<file path="src/rtl/pc_stack.sv">
`default_nettype none
// ============================================================================
// Module      : pc_stack
// Description : Program counter with an integrated return-address stack.
//               One command per cycle, priority clr > ret > call > load >
//               inc > hold. call pushes out+1 and jumps to in; ret pops the
//               most recent return address into the PC. Overflow (call when
//               full) and underflow (ret when empty) are suppressed: no push,
//               no pop, no jump, and the PC holds.
//
//               Optional feature macro: PC_STACK_ERR_EN
//                 defined   -> err is a sticky register set on overflow or
//                              underflow, cleared only by rst_n or clr.
//                 undefined -> err is tied to 0 and no err register exists.
//
// Parameters  : WIDTH  address width in bits (>= 2)
//               DEPTH  number of return-stack entries (>= 2)
//
// Ports       : clk    rising-edge clock
//               rst_n  asynchronous active-low reset
//               clr    synchronous clear (PC, depth, err)
//               ret    pop the return address into the PC
//               call   push out+1, then jump to in
//               load   jump to in
//               inc    advance the PC by 1 (wraps)
//               in     jump/call target
//               out    current PC
//               depth  number of occupied stack entries
//               full   depth == DEPTH
//               empty  depth == 0
//               err    sticky overflow/underflow flag
//
// Revision    : 1.0 - initial release
// ============================================================================
module pc_stack #(
    parameter int WIDTH = 16,
    parameter int DEPTH = 8
) (
    input  logic                       clk,
    input  logic                       rst_n,
    input  logic                       clr,
    input  logic                       ret,
    input  logic                       call,
    input  logic                       load,
    input  logic                       inc,
    input  logic [WIDTH-1:0]           in,
    output logic [WIDTH-1:0]           out,
    output logic [$clog2(DEPTH+1)-1:0] depth,
    output logic                       full,
    output logic                       empty,
    output logic                       err
);

    localparam int               c_DW    = $clog2(DEPTH+1);
    localparam logic [c_DW-1:0]  c_FULL  = c_DW'(DEPTH);
    localparam logic [c_DW-1:0]  c_DONE  = c_DW'(1);
    localparam logic [WIDTH-1:0] c_WONE  = WIDTH'(1);

    logic [WIDTH-1:0] r_pc;
    logic [c_DW-1:0]  r_depth;
    logic [WIDTH-1:0] r_stack [DEPTH];

    logic [WIDTH-1:0] w_pc_inc;
    logic [WIDTH-1:0] w_top;
    logic             w_full;
    logic             w_empty;
    logic             w_push;
    logic             w_pop;
    logic             w_fault;

    assign w_pc_inc = r_pc + c_WONE;
    assign w_full   = (r_depth == c_FULL);
    assign w_empty  = (r_depth == '0);

    // Decode the winning command into stack actions. A faulting ret/call
    // still wins priority, so lower strobes stay ignored in that cycle.
    always_comb begin
        w_push  = 1'b0;
        w_pop   = 1'b0;
        w_fault = 1'b0;
        if (!clr) begin
            if (ret) begin
                w_pop   = !w_empty;
                w_fault = w_empty;
            end else if (call) begin
                w_push  = !w_full;
                w_fault = w_full;
            end
        end
    end

    // Top-of-stack read: the entry just below the depth pointer.
    always_comb begin
        w_top = '0;
        for (int i = 0; i < DEPTH; i++) begin
            if (r_depth == c_DW'(i + 1)) begin
                w_top = r_stack[i];
            end
        end
    end

    always_ff @(posedge clk or negedge rst_n) begin
        if (!rst_n) begin
            r_pc    <= '0;
            r_depth <= '0;
        end else if (clr) begin
            r_pc    <= '0;
            r_depth <= '0;
        end else if (ret) begin
            if (w_pop) begin
                r_pc    <= w_top;
                r_depth <= r_depth - c_DONE;
            end
        end else if (call) begin
            if (w_push) begin
                r_pc    <= in;
                r_depth <= r_depth + c_DONE;
            end
        end else if (load) begin
            r_pc <= in;
        end else if (inc) begin
            r_pc <= w_pc_inc;
        end
    end

    // Stack storage needs no reset: entries at or above depth are never
    // observable, and depth itself is reset.
    always_ff @(posedge clk) begin
        for (int i = 0; i < DEPTH; i++) begin
            if (w_push && (r_depth == c_DW'(i))) begin
                r_stack[i] <= w_pc_inc;
            end
        end
    end

`ifdef PC_STACK_ERR_EN
    logic r_err;

    always_ff @(posedge clk or negedge rst_n) begin
        if (!rst_n) begin
            r_err <= 1'b0;
        end else if (clr) begin
            r_err <= 1'b0;
        end else if (w_fault) begin
            r_err <= 1'b1;
        end
    end

    assign err = r_err;
`else
    logic w_fault_unused;
    assign w_fault_unused = w_fault;
    assign err            = 1'b0;
`endif

    assign out   = r_pc;
    assign depth = r_depth;
    assign full  = w_full;
    assign empty = w_empty;

endmodule
`default_nettype wire

</file>
<file path="config.mk">
export PLATFORM = sky130hd
export DESIGN_NAME = pc_stack
export DESIGN_NICKNAME = d
export VERILOG_FILES = /design/src/rtl/pc_stack.sv
export SDC_FILE = /design/constraint.sdc
export NUM_CORES = 1
export LEC_CHECK = 0
export ABC_AREA = 1
export BUFFER_PORTS_ARGS = -buffer_cell sky130_fd_sc_hd__buf_2
export CAP_MARGIN = 40
export CORE_AREA = 3 3 93 184
export CTS_BUF_LIST = sky130_fd_sc_hd__clkbuf_8
export CTS_CLUSTER_SIZE = 14
export DETAILED_ROUTE_END_ITERATION = 12
export DIE_AREA = 0 0 96 187
export PLACE_DENSITY_LB_ADDON = 0.2
export SETUP_SLACK_MARGIN = 0.15
export SKIP_LAST_GASP = 1
export SLEW_MARGIN = 20
export SYNTH_ARGS = -nofsm -noshare
export SYNTH_HDL_FRONTEND = slang
export SYNTH_SLANG_ARGS = --single-unit
</file>
<file path="constraint.sdc">
create_clock -name clk -period 2.88 [get_ports clk]
set_input_delay 0.576 -clock clk [delete_from_list [all_inputs] [get_ports clk]]
set_output_delay 0.576 -clock clk [all_outputs]
set_load 0.01 [all_outputs]
</file>
* Word-level counts from Yosys, hierarchy flattened
Memories as Yosys holds them, arrays and structs flattened.
Index checks and enable logic that the tools add are counted.
** Word-level totals
- Logic and storage cells :: 101
- Bits in writable memories :: 128
- Bits in registers :: 20
- Memories :: 1
** Operators by class
- Reductions and logical operators :: 23
- Equality and inequality tests :: 10
- $add $sub $neg :: 3
- Muxes and demuxes :: 62
** Memory list
- r_stack :: words 8, bits a word 16, rd ports 8, clocked after Yosys merged registers in 0, wr ports 1, line 61 : logic [WIDTH-1:0] r_stack [DEPTH];
** Operator list (count)
- $mux W16 :: 22
- $reduce_or A16 Y1 :: 7
- $mux W1 :: 28
- $mux W3 :: 7
- $mux W4 :: 5
- $add A16 B1 Y16 const B :: 1
- $eq A4 B3 Y1 const B :: 4
- $eq A4 B2 Y1 const B :: 2
- $logic_and A1 B1 Y1 :: 8
- $reduce_and A3 Y1 :: 2
- $reduce_bool A3 Y1 :: 2
- $reduce_bool A5 Y1 :: 1
- $add A4 B1 Y4 const B :: 1
- $eq A4 B1 Y1 const B :: 1
- $eq A4 B4 Y1 const B :: 1
- $logic_not A4 Y1 :: 1
- $ne A4 B3 Y1 const B :: 1
- $sub A4 B1 Y4 const B :: 1
- $ne A3 B2 Y1 const B :: 1
- $logic_not A1 Y1 :: 2

* Longest topological paths before layout
- Word-level depth :: 16
- Gate-level depth with buffers :: 15
- Depth with buffers taken out :: 14

* Worst setup path before layout
No wires, ideal clock.
- Path kind :: register to register
- From :: reg r_depth[0] (netlist: depth[0])
- To :: mem r_stack[7][0] (netlist: r_stack[1][48]) (enable)
- Data arrival time :: 2.190 ns
- Required time :: 2.471 ns
- Buffers on the path :: 0
- Slack :: 0.281 ns
- Stages on the path, launching flop included :: 6
- Library setup time :: 0.409 ns
- Clock period less this slack :: 2.599 ns
- Path through :: dfrtp_1 -> inv_1 -> ha_1 -> nand3_2 -> nand2_2 -> nor3_1
** Between the ends
- Cells in the longest elaborated chain, start to end :: 16
- Elaborated cells on any way between the ends :: 58
** Ends and longest elaborated chain
- start, declared :: line 60 : logic [c_DW-1:0] r_depth;
- start signal, assigned :: line 112 : r_depth <= r_depth - c_DONE;
- start signal, assigned :: line 117 : r_depth <= r_depth + c_DONE;
- $eq A4 B4 Y1 :: line 72 : assign w_full = (r_depth == c_FULL);
- $logic_not A1 Y1 :: line 86 : w_push = !w_full;
- $mux W1 :: line 85 : end else if (call) begin
- $mux W1 :: line 82 : if (ret) begin
- $mux W1 :: line 81 : if (!clr) begin
- $logic_and A1 B1 Y1 :: line 130 : if (w_push && (r_depth == c_DW'(i))) begin
- $mux W1 :: line 130
- $mux W1 (not written as such) :: line 131 : r_stack[i] <= w_pc_inc;
- $reduce_or A16 Y1 (no source line)
- $mux W3 (no source line) / $mux W1 (equally long branches) (7 in series)
- end, declared :: line 61
Parallel ways exist; a longest one is shown, timed or not.

* Final worst setup path
- From :: reg r_depth[0] (netlist: depth[0])
- To :: out full
** Between the ends
- Cells in the longest elaborated chain, start to end :: 1
** Ends and longest elaborated chain
- $eq A4 B4 Y1 :: line 72
- end, declared :: line 49 : output logic full,
No other way between the ends.

==> results_dict.tcl <==
set metrics [dict create \
    rows 65 \
    syn_to_final_growth_pct 13.0 \
    clk_pin_slew_ps 90 \
    cts_sinks 148 \
    switching_share 0.347 \
    cts_buffers 17 \
    slowest_stage "dfrtp_1" \
    start_util 0.448 \
    syn-num-nets 811 \
    seq_area_frac_synth 0.612 \
    power_frac_seq 0.453 \
    cpMostUsedCell "inv_1" \
    vdd_drop_max_mv 0.525 \
    clkLatencyLatePin_ps 450 \
    cts_tree "built" \
    dp_hpwl_mm 12.1 \
    cp_cell_sequence "inv_1, ha_1, nand3_2, buf_4, inv_1, buf_2" \
    final_cell_mix "229 x nand2_1, 146 x nor2_1, 128 x edfxtp_1, 72 x inv_1, 45 x buf_2" \
    period_needed_ps 2520 \
    holdCritPathClass "input port to asynchronous set/reset pin" \
    cts_resized 0 \
    synth_cells 783 \
    rsz0062_at_grt "false" \
    switchingPower_uw 2180 \
    drc 0 \
    syn_area_per_cell_um2 9.07 \
    synth_area_leaders "edfxtp_1 54%, nand2_1 12%, nor2_1 7.8%" \
    cts_setup_buffers 0 \
    antenna_left 0 \
    power_density_nw_per_um2 782 \
    via_per_inst 4.94 \
    clock_skew_ps 14.7 \
    power_uw 6270 \
    drt_iter0_markers 248 \
    cts_hold_buffers 0 \
    slew_headroom 0.592 \
    synth-seq-cells 148 \
    diodes 0 \
    intPower_uw 4090 \
    fin_nets 866 \
    worstPathArrival_ps 1950 \
    hold_viol 0 \
    clockPowerShare 0.271 \
    path_max_fanout 33 \
    grt_max_degree 34 \
    synth_area_leader_cell "edfxtp_1" \
    clock_path_buffers 2 \
    comb_power_share 0.276 \
    critPathMaxStageDelay_ps 430 \
    slew_viol_final 0 \
    layout_commonest_cell "nand2_1" \
    ff2ff_setup_slack_ps 570 \
    grt_pass1_vias 5217 \
    max_cap_viol_count 0 \
    synth_top_area_share 0.541 \
    cts_max_level 4 \
    status "finished clean" \
    dr_total_vias 5202 \
    synth_area_um2 7100 \
    place_inst 1019 \
    totalWireLength_mm 16.3 \
    num_io_pins 46 \
    cp-start-kind "register" \
    setup_violations 0 \
    core_um2 15900 \
    reg2reg_from "depth[0]" \
    yosysUniqueCellTypes 35 \
    max_slew.worst_pin.slew_ps 612 \
    yosysWarnings 0 \
    cp-end-kind "output pin" \
    worstSetupPathType "register to output pin" \
    crit_required_ps 2300 \
    drive_above_1_share 0.143 \
    wire_per_inst_um 15.5 \
    die_area_um2 18000 \
    fmax_mhz 396 \
    track_usage 0.193 \
    fin_util 0.506 \
    routabilityCongestion 0.878 \
    gr-total-overflow 0 \
    grt_pass1_wl_mm 26.4 \
    die_w_um 96 \
    regToRegEndpoint "out[1]" \
    die_y_um 187 \
    fin_crit_sh 0.877 \
    leakage_uw 0.00347 \
    ctsRootBufferMaster "clkbuf_8" \
    antenna_found_initial 0 \
    tns_ps 0 \
    reg2reg_depth 13 \
    port_buffers 44 \
    final_cell_count_no_fill 1052 \
    dr.pass1.iters 5 \
]
## flip-flops by register name, indices dropped and copies added, names as in the netlist
signal,cells
depth,4
r_stack,128
out,16
## final cells by class
| cell class | instances | area, um2 |
|---|---|---|
| multi-input cells | 527 | 2320 |
| repair buffers | 68 | 398 |
| flip-flops and latches | 148 | 4340 |
| clock buffers | 18 | 248 |
| inverters | 76 | 285 |
| fillers | 1478 | 7840 |
| clock inverters | 14 | 176 |
| well taps | 201 | 251 |
## layer usage
layer | part of all wire | vias to the layer above | track usage
li1 | - | 2630 | -
met1 | 0.39 | 2424 | 0.213
met2 | 0.56 | 116 | 0.347
met3 | 0.028 | 32 | 0.0326
met4 | 0.029 | 0 | 0.0850
met5 | 0 | - | 0
## per-stage QoR
stage / setup WS, ps / instance area (um2) / hold WS, ps
final: 355 / 8020 / 86.0
after global placement: 600 / 7590 / 573
after floorplan: 281 / 7100 / 280
after global routing: 204 / 8020 / 88.4
after detailed placement: 534 / 7590 / 571
after CTS: 323 / 8020 / 66.7
## power groups by stage
| stage | sequential (uW) | clock (uW) | combinational, uW |
|---|---|---|---|
| 6_report | 2840 | 1700 | 1730 |
| 5_1_grt | 2860 | 1810 | 1970 |
| 4_1_cts | 2840 | 1740 | 1750 |
| 3_5_place_dp | 2880 | 0 | 1750 |
| 3_3_place_gp | 2880 | 0 | 1680 |
| 2_1_floorplan | 2890 | 0 | 1120 |
## cells in the mapped netlist
library cell,number
nand4_1,9
nor4_1,2
buf_2,16
o21ai_1,4
a21oi_1,29
dfrtp_1,20
o21ai_0,21
conb_1,1
buf_1,2
o21a_1,2
nand2_2,2
nand3_2,1
or2_0,2
buf_4,3
xnor2_1,2
buf_6,1
a21oi_2,1
edfxtp_1,128
nor3_1,4
nor2_2,1
xor2_1,6
nor2_1,147
nand3_1,44
nor2_4,2
nor3_2,1
inv_2,3
nand2_1,229
clkinv_1,2
clkbuf_1,10
nor3_4,1
inv_1,71
o211ai_1,1
ha_1,5
o22ai_1,1
or2_2,9
## how the worst max path moves through the flow
| stage | endpoint | cells after the start | slack, ps | from |
|---|---|---|---|---|
| floorplan | r_stack[1][48] | 5 | 280 | depth[0] |
| global placement | out[1] | 13 | 600 | depth[0] |
| detailed placement | out[3] | 13 | 530 | depth[1] |
| CTS | full | 6 | 320 | depth[0] |
| global route | full | 6 | 200 | depth[0] |
| finish | full | 6 | 360 | depth[0] |
## worst max-delay path: cells and delay by family, from the launching register on
kind,cells,cell delay [ps]
flip-flops,1,430
adder cells (fa/ha/maj),1,270
buffers and inverters,4,660
AND/OR/NAND/NOR,1,120
## cells by family (layout without fill, tap and decap cells)
logic type,Yosys count,in the layout,synth area share
AO/OA/AOI/OAI,59,59,0.0434
XOR/XNOR,8,8,0.00987
other,1,1,0.000528
buffers and inverters,108,176,0.0626
flip-flops,148,148,0.612
AND/OR/NAND/NOR,454,454,0.263
adder cells (fa/ha/maj),5,5,0.00881
(Power assumes the default switching activity.)
